File: src/rtl/tcdm_varlat_bank_arb.sv
// tcdm_varlat_bank_arb: round-robin arbiter sharing one TCDM bank among NumIn masters; an in-order tag FIFO routes responses back.
// Latency: grant is combinational in the request cycle; a response is routed combinationally, at the earliest one cycle after its grant.
// Backpressure: req_o drops while MaxOutstanding requests are unanswered, and a low gnt_i stalls the winner. Define TCDM_VARLAT_ARB_STALL_CNT_EN to add a stall counter.

// Small generic FIFO used as the in-order tag store. Writes are ignored when full and reads are ignored when empty.
module tcdm_varlat_tag_fifo #(
  parameter int unsigned Width = 2,
  parameter int unsigned Depth = 2
) (
  input  logic             clk_i,
  input  logic             rst_ni,
  input  logic             push_i,
  input  logic [Width-1:0] wdata_i,
  input  logic             pop_i,
  output logic [Width-1:0] rdata_o,
  output logic             empty_o,
  output logic             full_o
);

  localparam int unsigned PtrW = (Depth > 1) ? $clog2(Depth) : 1;
  localparam int unsigned CntW = $clog2(Depth + 1);
  localparam logic [PtrW-1:0] LastPtr  = PtrW'(Depth - 1);
  localparam logic [CntW-1:0] DepthCnt = CntW'(Depth);

  logic [Width-1:0] mem_q [Depth];
  logic [PtrW-1:0]  wr_ptr_q;
  logic [PtrW-1:0]  rd_ptr_q;
  logic [CntW-1:0]  cnt_q;
  logic             do_push;
  logic             do_pop;

  assign empty_o = (cnt_q == '0);
  assign full_o  = (cnt_q == DepthCnt);
  assign do_push = push_i & ~full_o;
  assign do_pop  = pop_i & ~empty_o;
  assign rdata_o = mem_q[rd_ptr_q];

  // Storage: write the pushed tag at the write pointer.
  always_ff @(posedge clk_i or negedge rst_ni) begin
    if (!rst_ni) begin
      for (int unsigned i = 0; i < Depth; i++) begin
        mem_q[i] <= '0;
      end
    end else if (do_push) begin
      mem_q[wr_ptr_q] <= wdata_i;
    end
  end

  // Pointers wrap explicitly so that depths other than powers of two work.
  always_ff @(posedge clk_i or negedge rst_ni) begin
    if (!rst_ni) begin
      wr_ptr_q <= '0;
      rd_ptr_q <= '0;
    end else begin
      if (do_push) begin
        wr_ptr_q <= (wr_ptr_q == LastPtr) ? '0 : wr_ptr_q + 1'b1;
      end
      if (do_pop) begin
        rd_ptr_q <= (rd_ptr_q == LastPtr) ? '0 : rd_ptr_q + 1'b1;
      end
    end
  end

  // Occupancy: a simultaneous push and pop leave it unchanged.
  always_ff @(posedge clk_i or negedge rst_ni) begin
    if (!rst_ni) begin
      cnt_q <= '0;
    end else begin
      case ({do_push, do_pop})
        2'b10:   cnt_q <= cnt_q + 1'b1;
        2'b01:   cnt_q <= cnt_q - 1'b1;
        default: cnt_q <= cnt_q;
      endcase
    end
  end

endmodule

module tcdm_varlat_bank_arb #(
  parameter int unsigned NumIn          = 4,
  parameter int unsigned ReqDataWidth   = 32,
  parameter int unsigned RespDataWidth  = 32,
  parameter int unsigned MaxOutstanding = 2,
  parameter int unsigned LogNumIn       = (NumIn > 1) ? $clog2(NumIn) : 1
) (
  input  logic                               clk_i,
  input  logic                               rst_ni,
  input  logic [NumIn-1:0]                   req_i,
  input  logic [NumIn-1:0][ReqDataWidth-1:0] data_i,
  output logic [NumIn-1:0]                   gnt_o,
  output logic [NumIn-1:0]                   vld_o,
  output logic [RespDataWidth-1:0]           rdata_o,
  output logic                               req_o,
  output logic [ReqDataWidth-1:0]            data_o,
  input  logic                               gnt_i,
  input  logic                               vld_i,
  input  logic [RespDataWidth-1:0]           rdata_i
`ifdef TCDM_VARLAT_ARB_STALL_CNT_EN
  ,
  input  logic                               stall_clr_i,
  output logic [31:0]                        stall_cnt_o
`endif
);

  // One spare bit lets rr_q + offset exceed NumIn-1 before wrapping.
  localparam int unsigned IdxW = LogNumIn + 1;
  localparam logic [LogNumIn-1:0] LastIdx = LogNumIn'(NumIn - 1);
  localparam logic [IdxW-1:0]     NumIdx  = IdxW'(NumIn);

  logic [LogNumIn-1:0] rr_q;
  logic [LogNumIn-1:0] winner;
  logic [IdxW-1:0]     scan_idx;
  logic                found;
  logic                handshake;
  logic                fifo_empty;
  logic                fifo_full;
  logic [LogNumIn-1:0] head_tag;

  // Winner: first requester at or after rr_q, scanning cyclically.
  always_comb begin
    winner   = '0;
    found    = 1'b0;
    scan_idx = '0;
    for (int unsigned i = 0; i < NumIn; i++) begin
      scan_idx = {1'b0, rr_q} + IdxW'(i);
      if (scan_idx >= NumIdx) begin
        scan_idx = scan_idx - NumIdx;
      end
      if (!found && req_i[scan_idx[LogNumIn-1:0]]) begin
        found  = 1'b1;
        winner = scan_idx[LogNumIn-1:0];
      end
    end
  end

  // The bank request depends only on requests and FIFO occupancy, never on gnt_i/vld_i.
  assign req_o     = (|req_i) & ~fifo_full;
  assign data_o    = data_i[winner];
  assign handshake = req_o & gnt_i;
  assign rdata_o   = rdata_i;

  // Grant goes only to the winner, and only when the bank accepts.
  always_comb begin
    gnt_o         = '0;
    gnt_o[winner] = handshake;
  end

  // Route the bank response to the master at the head of the tag FIFO; drop it if no request is outstanding.
  always_comb begin
    vld_o = '0;
    if (!fifo_empty) begin
      vld_o[head_tag] = vld_i;
    end
  end

  // Priority moves just past the last winner after each accepted request.
  always_ff @(posedge clk_i or negedge rst_ni) begin
    if (!rst_ni) begin
      rr_q <= '0;
    end else if (handshake) begin
      rr_q <= (winner == LastIdx) ? '0 : winner + 1'b1;
    end
  end

  tcdm_varlat_tag_fifo #(
    .Width (LogNumIn),
    .Depth (MaxOutstanding)
  ) i_tag_fifo (
    .clk_i   (clk_i),
    .rst_ni  (rst_ni),
    .push_i  (handshake),
    .wdata_i (winner),
    .pop_i   (vld_i),
    .rdata_o (head_tag),
    .empty_o (fifo_empty),
    .full_o  (fifo_full)
  );

`ifdef TCDM_VARLAT_ARB_STALL_CNT_EN
  logic [31:0] stall_cnt_q;
  logic        stall;

  // A stall is a cycle where some master requests but nothing is accepted.
  assign stall = (|req_i) & ~handshake;

  // Saturating stall counter; a clear wins over an increment.
  always_ff @(posedge clk_i or negedge rst_ni) begin
    if (!rst_ni) begin
      stall_cnt_q <= '0;
    end else if (stall_clr_i) begin
      stall_cnt_q <= '0;
    end else if (stall && (stall_cnt_q != 32'hFFFF_FFFF)) begin
      stall_cnt_q <= stall_cnt_q + 32'd1;
    end
  end

  assign stall_cnt_o = stall_cnt_q;
`endif

`ifndef SYNTHESIS
  // A response with nothing outstanding means the bank or the reset sequencing is broken.
  property p_no_orphan_resp;
    @(posedge clk_i) disable iff (!rst_ni) !(vld_i && fifo_empty);
  endproperty
  a_no_orphan_resp: assert property (p_no_orphan_resp)
    else $warning("tcdm_varlat_bank_arb: response with no outstanding request dropped");
`endif

endmodule

File: config.mk
export PLATFORM = sky130hd
export DESIGN_NAME = tcdm_varlat_bank_arb
export DESIGN_NICKNAME = d
export VERILOG_FILES = /design/src/rtl/tcdm_varlat_bank_arb.sv
export SDC_FILE = /design/constraint.sdc
export NUM_CORES = 1
export LEC_CHECK = 0
export ABC_AREA = 1
export BUFFER_PORTS_ARGS = -buffer_cell sky130_fd_sc_hd__buf_4
export CAP_MARGIN = 20
export CORE_AREA = 2 2 93 95
export DETAILED_ROUTE_END_ITERATION = 8
export DIE_AREA = 0 0 95 97
export PLACE_DENSITY = 0.78
export SYNTH_ARGS = -nofsm -noshare
export SYNTH_HDL_FRONTEND = slang
export SYNTH_SLANG_ARGS = --single-unit
File: constraint.sdc
create_clock -name clk_i -period 3.4 [get_ports clk_i]
set_input_delay 1.02 -clock clk_i [delete_from_list [all_inputs] [get_ports clk_i]]
set_output_delay 1.02 -clock clk_i [all_outputs]
set_load 0.01 [all_outputs]
==> results of run 1 <==
## where the power goes
part | total (mW) | switching [mW] | internal [mW] | leakage, nW
clock | 0.123 | 0.0454 | 0.0774 | 0.0216
sequential | 0.252 | 0.0697 | 0.182 | 0.121
combinational | 6.01 | 3.09 | 2.92 | 2.43
total | 6.38 | 3.20 | 3.18 | 2.57
## synth_stat cells (all sizes together)
library cell  number
a31oi              1
xor2               1
xnor2              2
dfrtp             10
nand3             71
nor3               1
nand3b            32
nor2              11
buf               61
inv               53
nand2            206
nand4              3
and2               1
ha                 2
or2                1
o21ai             13
a21oi              1
## critical path, stage by stage
cell	delay, ns
buf_6	0.10
inv_4	0.06
nand2_4	0.06
nand3_4	0.11
nand2_4	0.07
nor2_4	0.13
buf_6	0.12
nand3_1	0.11
nand3_4	0.19
inv_8	0.08
clkbuf_16	0.17
nand2_1	0.06
nand2_1	0.05
buf_4	0.14
## final timing paths
path                                     start                   to  slack, ns  cells past startpoint
min reg2reg                i_tag_fifo.mem_q[3]  i_tag_fifo.mem_q[3]       0.48                      2
max reg2reg                            rr_q[0]              rr_q[0]       0.01                     23
min                        i_tag_fifo.mem_q[3]  i_tag_fifo.mem_q[3]       0.48                      2
min in group asynchronous               rst_ni  i_tag_fifo.mem_q[0]       0.60                      1
max in group asynchronous               rst_ni              rr_q[0]       2.64                      1
max                                   req_i[3]            data_o[5]      -0.08                     14
## metrics by stage
step / instances / hold slack (ns) / TNS (ns)
global route: 734 / 0.548 / -4.84
finish: 734 / 0.482 / -2.16
detailed placement: 706 / 0.469 / -6.51
global placement: 706 / 0.468 / -3.04
CTS: 726 / 0.481 / -2.04
floorplan: 470 / 0.448 / 0
## state kept, by name, summed over array words and instances (netlist names)
register             cells
i_tag_fifo.mem_q         4
i_tag_fifo.wr_ptr_q      1
i_tag_fifo.rd_ptr_q      1
rr_q                     2
i_tag_fifo.cnt_q         2
## logic make-up after synthesis
kind of cell	count (synthesis)	synth area share, %
simple gates	326	57.8
buf+inv	114	27.5
compound gates	15	2.97
flops	10	9.74
xor+xnor	3	1.02
fa+ha+maj	2	0.974
## what timing repair did
item                       CTS  global route
setup endpoints to repair   36            37
pin swaps                    5            13
gates cloned                 3             7
setup buffers               14             1
resized for setup           37            61
hold buffers                 0             0
## routing by layer
| metal | global-route usage, % | wire length [µm] |
|---|---|---|
| met4 | 4.46 | 152 |
| met5 | 0 | 0 |
| met1 | 21.7 | 4090 |
| met3 | 3.58 | 892 |
| met2 | 35.9 | 5320 |
## final cells by class
| type | count | area [µm²] |
|---|---|---|
| Multi-Input combinational cell | 346 | 1860 |
| Clock buffer | 3 | 41.3 |
| Fill cell | 761 | 3680 |
| Timing Repair Buffer | 217 | 1960 |
| Inverter | 53 | 221 |
| Tap cell | 105 | 131 |
| Sequential cell | 10 | 251 |
==> metrics.md, run 1 <==
| Metric | Value |
|---|---|
| Status | `finished with violations` |
| Failing checks | `setup timing` |
| Wire per inst | `14.2 µm` |
| Syn_area_per_cell | `5.47 µm²` |
| Final hold vios | `0` |
| Residual DRC | `0` |
| IO Pins | `about 240` |
| Clock root buffer | `clkbuf_8` |
| Worst skew pair latency | `approximately 0.24 ns` |
| Leakage | `approximately 2.6 nW` |
| Worst Slack Setup Final | `-0.0794 ns` |
| 1st-pass router iterations | `4` |
| Total CTS buffers | `3` |
| Detailed placement HPWL | `between 6000 and 7000 µm` |
| Max-slew violation count | `0` |
| Ant. Diodes | `0` |
| F_max | `about 290 MHz` |
| HP Class | `flip-flop to flip-flop` |
| Critical path peak fanout | `6` |
| Width of the die | `roughly 95 µm` |
| Fin nets | `~800` |
| Worst EP required | `~2.4 ns` |
| Routed via count | `3504` |
| Worst Tran Pin Value | `0.426 ns` |
| Initial antenna violation count | `0` |
| RSZ-0062 raised after global routing | `true` |
| Final setup violating endpoints | `37` |
| Post-Syn Nets | `640` |
| Post-detailed-route count of antenna-violating nets | `0` |
| DR vias/cell | `approximately 4.8` |
| Netlist cell types | `26` |
| Initial Util | `roughly a third` |
| VDD IR-drop max | `693 µV` |
| Depth of the CTS H-tree | `1` |
| Mapped Cells | `470` |
| Die footprint | `approximately 9200 µm²` |
| Commonest non-fill, non-tap cell in the layout | `buf_4` |
| First-pass GRT wire length | `between 10000 and 15000 µm` |
| Routed WL | `10500 µm` |
| Dpl cell area | `between 3000 and 4000 µm²` |
| CTS tree | `built` |
| CTS clk-pin slew, worst paths | `0.05 ns` |
| Place WS | `-0.207 ns` |
| Critical path startpoint category | `input pin` |
| YS warnings | `0` |
| GRT Total Usage | `roughly a fifth` |
| CTS sink cnt | `10` |
| Register bit total from synthesis | `10` |
| PD cells | `around 1400 nW/µm²` |
| Fin util | `54.8%` |
| Rows | `33` |
| Top post-synthesis cells by area | `nand2_1 29%, nand3_1 13%, buf_4 11%` |
| Total Power | `about 6.4 mW` |
| Commonest cells after routing, fill and taps aside | `182 x buf_4, 173 x nand2_1, 62 x nand3_1` |
| Max-slew headroom | `71.3%` |
| Die span in y | `between 90 and 100 µm` |
| Maximum number of pins on one net before global-route repair | `65` |
| Area Growth Syn to Fin | `73.5%` |
| Setup crit end kind | `output pin` |
| Post-synth top area share | `slightly below 30%` |
| Vias in the first global route | `around 3300` |
| Clock Skew | `around 0.004 ns` |
| MaxCap Viol Count | `0` |
| GR Overflow Total | `0` |
| Min Tclk post-route | `3.48 ns` |
| I/O Buffers | `176` |
| Worst path arrival time | `2.46 ns` |
| Final instance area | `about 4500 µm²` |
| Post-route clock period utilization | `102%` |
| 1st-iter DRT viols | `around 120` |
| Sequential-to-total area share from yosys stat | `9.74%` |
| Clock Path Buffers | `2` |
| Gpl congestion | `a little under 0.9` |
| Core Footprint | `~8100 µm²` |
| Mapped Area | `about 2600 µm²` |
| Ratio of cells with drive above 1 in the final layout | `between 40% and 50%` |
| Cell taking the most area after synthesis | `nand2_1` |
| Worst Path Class, Setup | `input pin to output pin` |
(Power assumes the default switching activity.)
==> run 2: changes to the inputs <==
Settings changed: REMOVE_ABC_BUFFERS from default to 1, SKIP_CTS_REPAIR_TIMING from default to 1.
==> metrics.md, run 2 (synthesis gave the netlist of run 1 again) <==
| Metric | Value |
|---|---|
| Status | `finished with violations` |
| Failing checks | `setup timing` |
| Routed WL | `11900 µm (+13%)` |
| Clock Skew | `0.00367 ns (-0.000316 ns)` |
| Clock Path Buffers | `2 (unchanged)` |
| HP Class | `flip-flop to flip-flop` |
| Net Sw Frac | `51.3% (+1.2 points)` |
| Post-detailed-route count of antenna-violating nets | `0 (unchanged)` |
| GRT Total Usage | `19.7% (+0.60 points)` |
| CTS sink cnt | `10 (unchanged)` |
| Hold path start | `i_tag_fifo.mem_q[3]` |
| Die span in y | `97 µm (unchanged)` |
| IO Pins | `241 (unchanged)` |
| First-pass GRT wire length | `14600 µm (-0.24%)` |
| Critical path peak fanout | `7 (+1)` |
| Setup crit end kind | `output pin` |
| F_max | `285 MHz (-0.87%)` |
| Worst path arrival time | `2.49 ns (+0.03 ns)` |
| Fin nets | `789 (-1.5%)` |
| Min Tclk post-route | `3.51 ns (+0.0304 ns)` |
| Worst EP required | `2.38 ns (about the same)` |
| Ant. Diodes | `0 (unchanged)` |
| Detailed placement HPWL | `7730 µm (+16%)` |
| Clock power share | `1.9% (about the same)` |
| 1st-pass router iterations | `5 (+1)` |
| Max-slew violation count | `0 (unchanged)` |
| Crit-path cells | `buf_6 > inv_4 > nand2_4 > nand3_1 > and2_4 > nand4_4 > nand2_8 > buf_12 > ha_4 > inv_2 > nor2_2 > buf_4` |
| Max reg flops | `4 (unchanged)` |
| DR vias/cell | `4.99 (+4.6%)` |
| Commonest cells after routing, fill and taps aside | `165 x buf_4, 160 x nand2_1, 65 x nand3_1` |
| Total CTS buffers | `3 (unchanged)` |
| Internal | `3.07 mW (-3.7%)` |
| Initial antenna violation count | `0 (unchanged)` |
| Critical path startpoint category | `input pin` |
| Reg-to-Reg Start | `rr_q[0]` |
| Switching pwr | `3.23 mW (+0.89%)` |
| Largest reg by FF count | `i_tag_fifo.mem_q` |
| I/O Buffers | `176 (unchanged)` |
| Routed via count | `3606 (+2.9%)` |
| Sequential Power Share | `4.0% (about the same)` |
| GR Overflow Total | `0 (unchanged)` |
| Kind of cell adding the most delay to the critical path | `simple AND/OR/NAND/NOR gates` |
| Area Growth Syn to Fin | `71.0%` |
| Worst Tran Pin Value | `0.368 ns (-0.0580 ns)` |
| PD cells | `1430 nW/µm² (about the same)` |
| Hold path cells | `2 (unchanged)` |
| Worst Path Class, Setup | `input pin to output pin` |
| Hold-critical path endpoint | `i_tag_fifo.mem_q[3]` |
| VDD IR-drop max | `608 µV (-12%)` |
| CP max-delay cell | `nand2_8` |
| Final hold vios | `0 (unchanged)` |
| Max-slew headroom | `75.2% (+3.9 points)` |
| Depth of the CTS H-tree | `1 (unchanged)` |
| Rows | `33 (unchanged)` |
| Setup TNS | `-2.34 ns (-0.181 ns)` |
| Worst Slack Setup Final | `-0.110 ns (-0.0304 ns)` |
| Residual DRC | `0 (unchanged)` |
| CTS clk-pin slew, worst paths | `0.05 ns (about the same)` |
| Reg2Reg Depth | `12 (-48%)` |
| Wire per inst | `16.4 µm (+15%)` |
| RSZ-0062 raised after global routing | `true` |
| Gpl congestion | `0.841 (-5.5%)` |
| Buffers & Inverters on Critical Path | `5 (-1)` |
| Worst r2r dst | `rr_q[1]` |
| Gate power share | `94.1% (about the same)` |
| Clock root buffer | `clkbuf_8` |
| Core Footprint | `8130 µm² (unchanged)` |
| Register-to-Register Setup Slack | `1.17 ns (+1.16 ns)` |
| Worst skew pair latency | `0.24 ns (about the same)` |
| 1st-iter DRT viols | `176 (+49%)` |
| Final setup violating endpoints | `36 (-2.7%)` |
| Vias in the first global route | `3077 (-7.0%)` |
| CTS tree | `built` |
| Worst hold margin | `0.485 ns (+0.00320 ns)` |
| Commonest non-fill, non-tap cell in the layout | `buf_4` |
| Post-route clock period utilization | `103% (+0.89 points)` |
| Die footprint | `9220 µm² (unchanged)` |
| Ratio of cells with drive above 1 in the final layout | `45.5% (+0.71 points)` |
| Maximum number of pins on one net before global-route repair | `65 (unchanged)` |
| MaxCap Viol Count | `0 (unchanged)` |
| Width of the die | `95 µm (unchanged)` |
| Largest stage delay on the critical path | `0.21 ns (+0.02 ns)` |
| Initial Util | `31.6% (unchanged)` |
| Biggest regs | `i_tag_fifo.mem_q x4, i_tag_fifo.cnt_q x2, rr_q x2` |
| Leakage | `2.51 nW (-2.3%)` |
==> run 2: cell count changes in the layout (fill, tap and decap cells not counted), sizes merged <==
cell    change
nand2       +1
buf        -15
clkbuf      +2
==> run 2: metal layers <==
layer / global-route usage (%) / routed length [µm] / vias up
li1: - / - / 1734
met4: 3.90 / 132 / 2
met2: 31.2 / 5620 / 202
met1: 24.6 / 4830 / 1651
met5: 4.76 / 46 / -
met3: 8.33 / 1230 / 17
==> run 2: per-stage QoR <==
stage                     cells  power (mW)  setup slack, ns  utilization (%)  cell area (µm²)
after detailed placement    702        4.65           -0.188             45.5             3700
final                       722        6.29           -0.110             54.0             4390
after CTS                   705        4.79           -0.194             46.0             3740
after global placement      702        4.60           -0.121             45.5             3700
after global routing        722        6.76           -0.195             54.0             4390
after floorplan             409        2.62            -1.47                -             2060
==> run 2: worst reg2reg max path: stages (launching register included) <==
cell and delay [ns]:
dfrtp_2 0.51, inv_4 0.15, nand2_1 0.09, nand2_1 0.15, nand2_2 0.11, nand2_2 0.08
nor2_4 0.14, nand4_4 0.19, nand2_8 0.21, buf_12 0.16, ha_4 0.20, nand2_1 0.06
o21ai_0 0.07
==> run 2: area by class of cell <==
type,count,area (µm²)
fill,769,3740
multi-input combinational,347,1900
timing repair buffer,204,1850
sequential,10,251
inverter,53,219
tap,105,131
clock buffer,3,41.3
==> run 2: power by group through the flow <==
stage | sequential [mW] | clock, mW | combinational, mW
floorplan | 0.222 | 0 | 2.40
global placement | 0.232 | 0 | 4.37
detailed placement | 0.234 | 0 | 4.42
CTS | 0.233 | 0.124 | 4.43
global route | 0.261 | 0.129 | 6.37
finish | 0.249 | 0.120 | 5.93
==> run 2: how the worst max path moves through the flow <==
stage,startpoint,end,slack (ns),cells past startpoint
CTS,req_i[3],gnt_o[3],-0.19,13
detailed placement,req_i[3],gnt_o[3],-0.19,13
global route,req_i[3],gnt_o[1],-0.20,11
finish,req_i[3],gnt_o[3],-0.11,12
global placement,req_i[3],gnt_o[3],-0.12,13
floorplan,req_i[3],gnt_o[3],-1.47,10
==> run 3: changes to the inputs <==
Settings changed: BUFFER_PORTS_ARGS -buffer_cell sky130_fd_sc_hd__buf_4 to default, CORE_AREA 2 2 93 95 to 2 2 94 96, DIE_AREA 0 0 95 97 to 0 0 96 98, DONT_BUFFER_PORTS from default to 1, PLACE_DENSITY 0.78 to 0.52.
==> metrics.md, run 3 (synthesis gave the netlist of run 1 again) <==
| Metric | Value |
|---|---|
| Final hold vios | `0 (unchanged)` |
| Critical path peak fanout | `10 (+3)` |
| MaxCap Viol Count | `0 (unchanged)` |
| Area Growth Syn to Fin | `7.25%` |
| Worst skew pair latency | `0.22 ns (-0.02 ns)` |
| IO Pins | `241 (unchanged)` |
| Clock Path Buffers | `2 (unchanged)` |
| Worst path arrival time | `2.32 ns (-0.17 ns)` |
| CTS tree | `built` |
| GR Overflow Total | `0 (unchanged)` |
| Max reg flops | `4 (unchanged)` |
| Reg-to-Reg Start | `rr_q[0]` |
| Commonest non-fill, non-tap cell in the layout | `nand2_1` |
| Post-route clock period utilization | `98.1% (-5.1 points)` |
| Reg2Reg Depth | `11 (-1)` |
| Dpl cell area | `2350 µm² (-36%)` |
| Critical path startpoint category | `input pin` |
| Register-to-Register Setup Slack | `1.37 ns (+0.20 ns)` |
| Setup TNS | `0 ns (+2.34 ns)` |
| Largest reg by FF count | `i_tag_fifo.mem_q` |
| Hold-critical path endpoint | `i_tag_fifo.mem_q[2]` |
| Worst EP required | `2.38 ns (about the same)` |
| Routed WL | `9060 µm (-24%)` |
| Fin util | `32.6% (-21 points)` |
| Vias in the first global route | `2385 (-22%)` |
| VDD IR-drop max | `493 µV (-19%)` |
| Hold path start | `i_tag_fifo.mem_q[2]` |
| Worst r2r dst | `rr_q[1]` |
| Final instance area | `2760 µm² (-37%)` |
| Hold path cells | `2 (unchanged)` |
| Clock root buffer | `clkbuf_8` |
| Worst Slack Setup Final | `0.0639 ns (+0.174 ns)` |
| Place WS | `-0.0102 ns (+0.178 ns)` |
| Clock Skew | `0.00170 ns (-0.00197 ns)` |
| Post-detailed-route count of antenna-violating nets | `0 (unchanged)` |
| DR vias/cell | `5.25 (+5.1%)` |
| Filler cell count | `927 (+21%)` |
| Core Footprint | `8470 µm² (+4.1%)` |
| Residual DRC | `0 (unchanged)` |
| Depth of the CTS H-tree | `1 (unchanged)` |
| HP Class | `flip-flop to flip-flop` |
| Width of the die | `96 µm (+1.1%)` |
| Die span in y | `98 µm (+1.0%)` |
| I/O Buffers | `0 (-100%)` |
| Initial antenna violation count | `1 (+1)` |
| 1st-iter DRT viols | `207 (+18%)` |
| Leakage | `1.53 nW (-39%)` |
| Count of non-filler cells in the finished layout | `545 (-25%)` |
| Total CTS buffers | `3 (unchanged)` |
| Final setup violating endpoints | `0 (-100%)` |
| Min Tclk post-route | `3.34 ns (-0.174 ns)` |
| Fin nets | `608 (-23%)` |
| Ratio of cells with drive above 1 in the final layout | `17.7% (-28 points)` |
| F_max | `300 MHz (+5.2%)` |
| Gpl congestion | `0.879 (+4.6%)` |
| CTS sink cnt | `10 (unchanged)` |
| Worst Tran Pin Value | `0.410 ns (+0.0415 ns)` |
| Commonest cells after routing, fill and taps aside | `175 x nand2_1, 67 x nand3_1, 45 x inv_1` |
| Maximum number of pins on one net before global-route repair | `41 (-37%)` |
| Status | `finished, final reports clean` |
| Total Power | `4.53 mW (-28%)` |
| Initial Util | `30.4% (-1.2 points)` |
| PD cells | `1640 nW/µm² (+15%)` |
| Detailed placement HPWL | `6310 µm (-18%)` |
| Die footprint | `9410 µm² (+2.1%)` |
| Wire per inst | `16.6 µm (+1.3%)` |
| First-pass GRT wire length | `11300 µm (-22%)` |
| Worst hold margin | `0.481 ns (-0.00327 ns)` |
| Worst Path Class, Setup | `input pin to output pin` |
| Placed instance count | `530 (-25%)` |
| Routed via count | `2861 (-21%)` |
| CTS clk-pin slew, worst paths | `0.04 ns (about the same)` |
| 1st-pass router iterations | `7 (+2)` |
| Rows | `34 (+3.0%)` |
| Max-slew violation count | `0 (unchanged)` |
| Max-slew headroom | `72.4% (-2.8 points)` |
| GRT Total Usage | `15.2% (-4.5 points)` |
| Biggest regs | `i_tag_fifo.mem_q x4, i_tag_fifo.cnt_q x2, rr_q x2` |
| Setup crit end kind | `output pin` |
run 3: area by class of cell:
type | instances | area, µm² | share of cell area, %
multi-input cells | 347 | 1780 | 64.5
repair buffers | 23 | 342 | 12.4
flip-flops and latches | 10 | 253 | 9.17
inverters | 53 | 204 | 7.40
well taps | 108 | 135 | 4.90
clock buffers | 3 | 41.3 | 1.50
diodes | 1 | 2.50 | 0.0908
run 3: critical path: stages:
cell and delay (ns):
inv_2 0.06, nand2_4 0.07, nand3_4 0.09, nand2_4 0.06
nor2_4 0.12, nand4_4 0.23, nand2_8 0.20, clkbuf_16 0.18
nand2_1 0.05, nand2_1 0.05, nand2_1 0.05, nand2_1 0.12
run 3: where the power goes:
| group | leakage (nW) | switching (mW) | internal (mW) |
|---|---|---|---|
| Sequential | 0.119 | 0.0571 | 0.183 |
| Combinational | 1.39 | 2.61 | 1.56 |
| Clock | 0.0216 | 0.0383 | 0.0768 |
run 3: per-layer routing:
metal / part of all wire [%] / global-route usage (%)
met1: 41 / 19.7
met2: 46 / 23.6
met3: 13 / 7.18
met4: 0.38 / 1.21
met5: 0 / 4.44
run 3: worst max-delay path by stage:
stage / startpoint / end / slack (ns)
2_1_floorplan: req_i[3] / gnt_o[3] / -1.47
3_3_place_gp: req_i[1] / data_o[4] / 0.01
3_5_place_dp: req_i[1] / data_o[4] / -0.01
4_1_cts: req_i[1] / data_o[4] / -0.02
5_1_grt: req_i[0] / data_o[10] / -0.01
6_report: req_i[2] / data_o[15] / 0.06
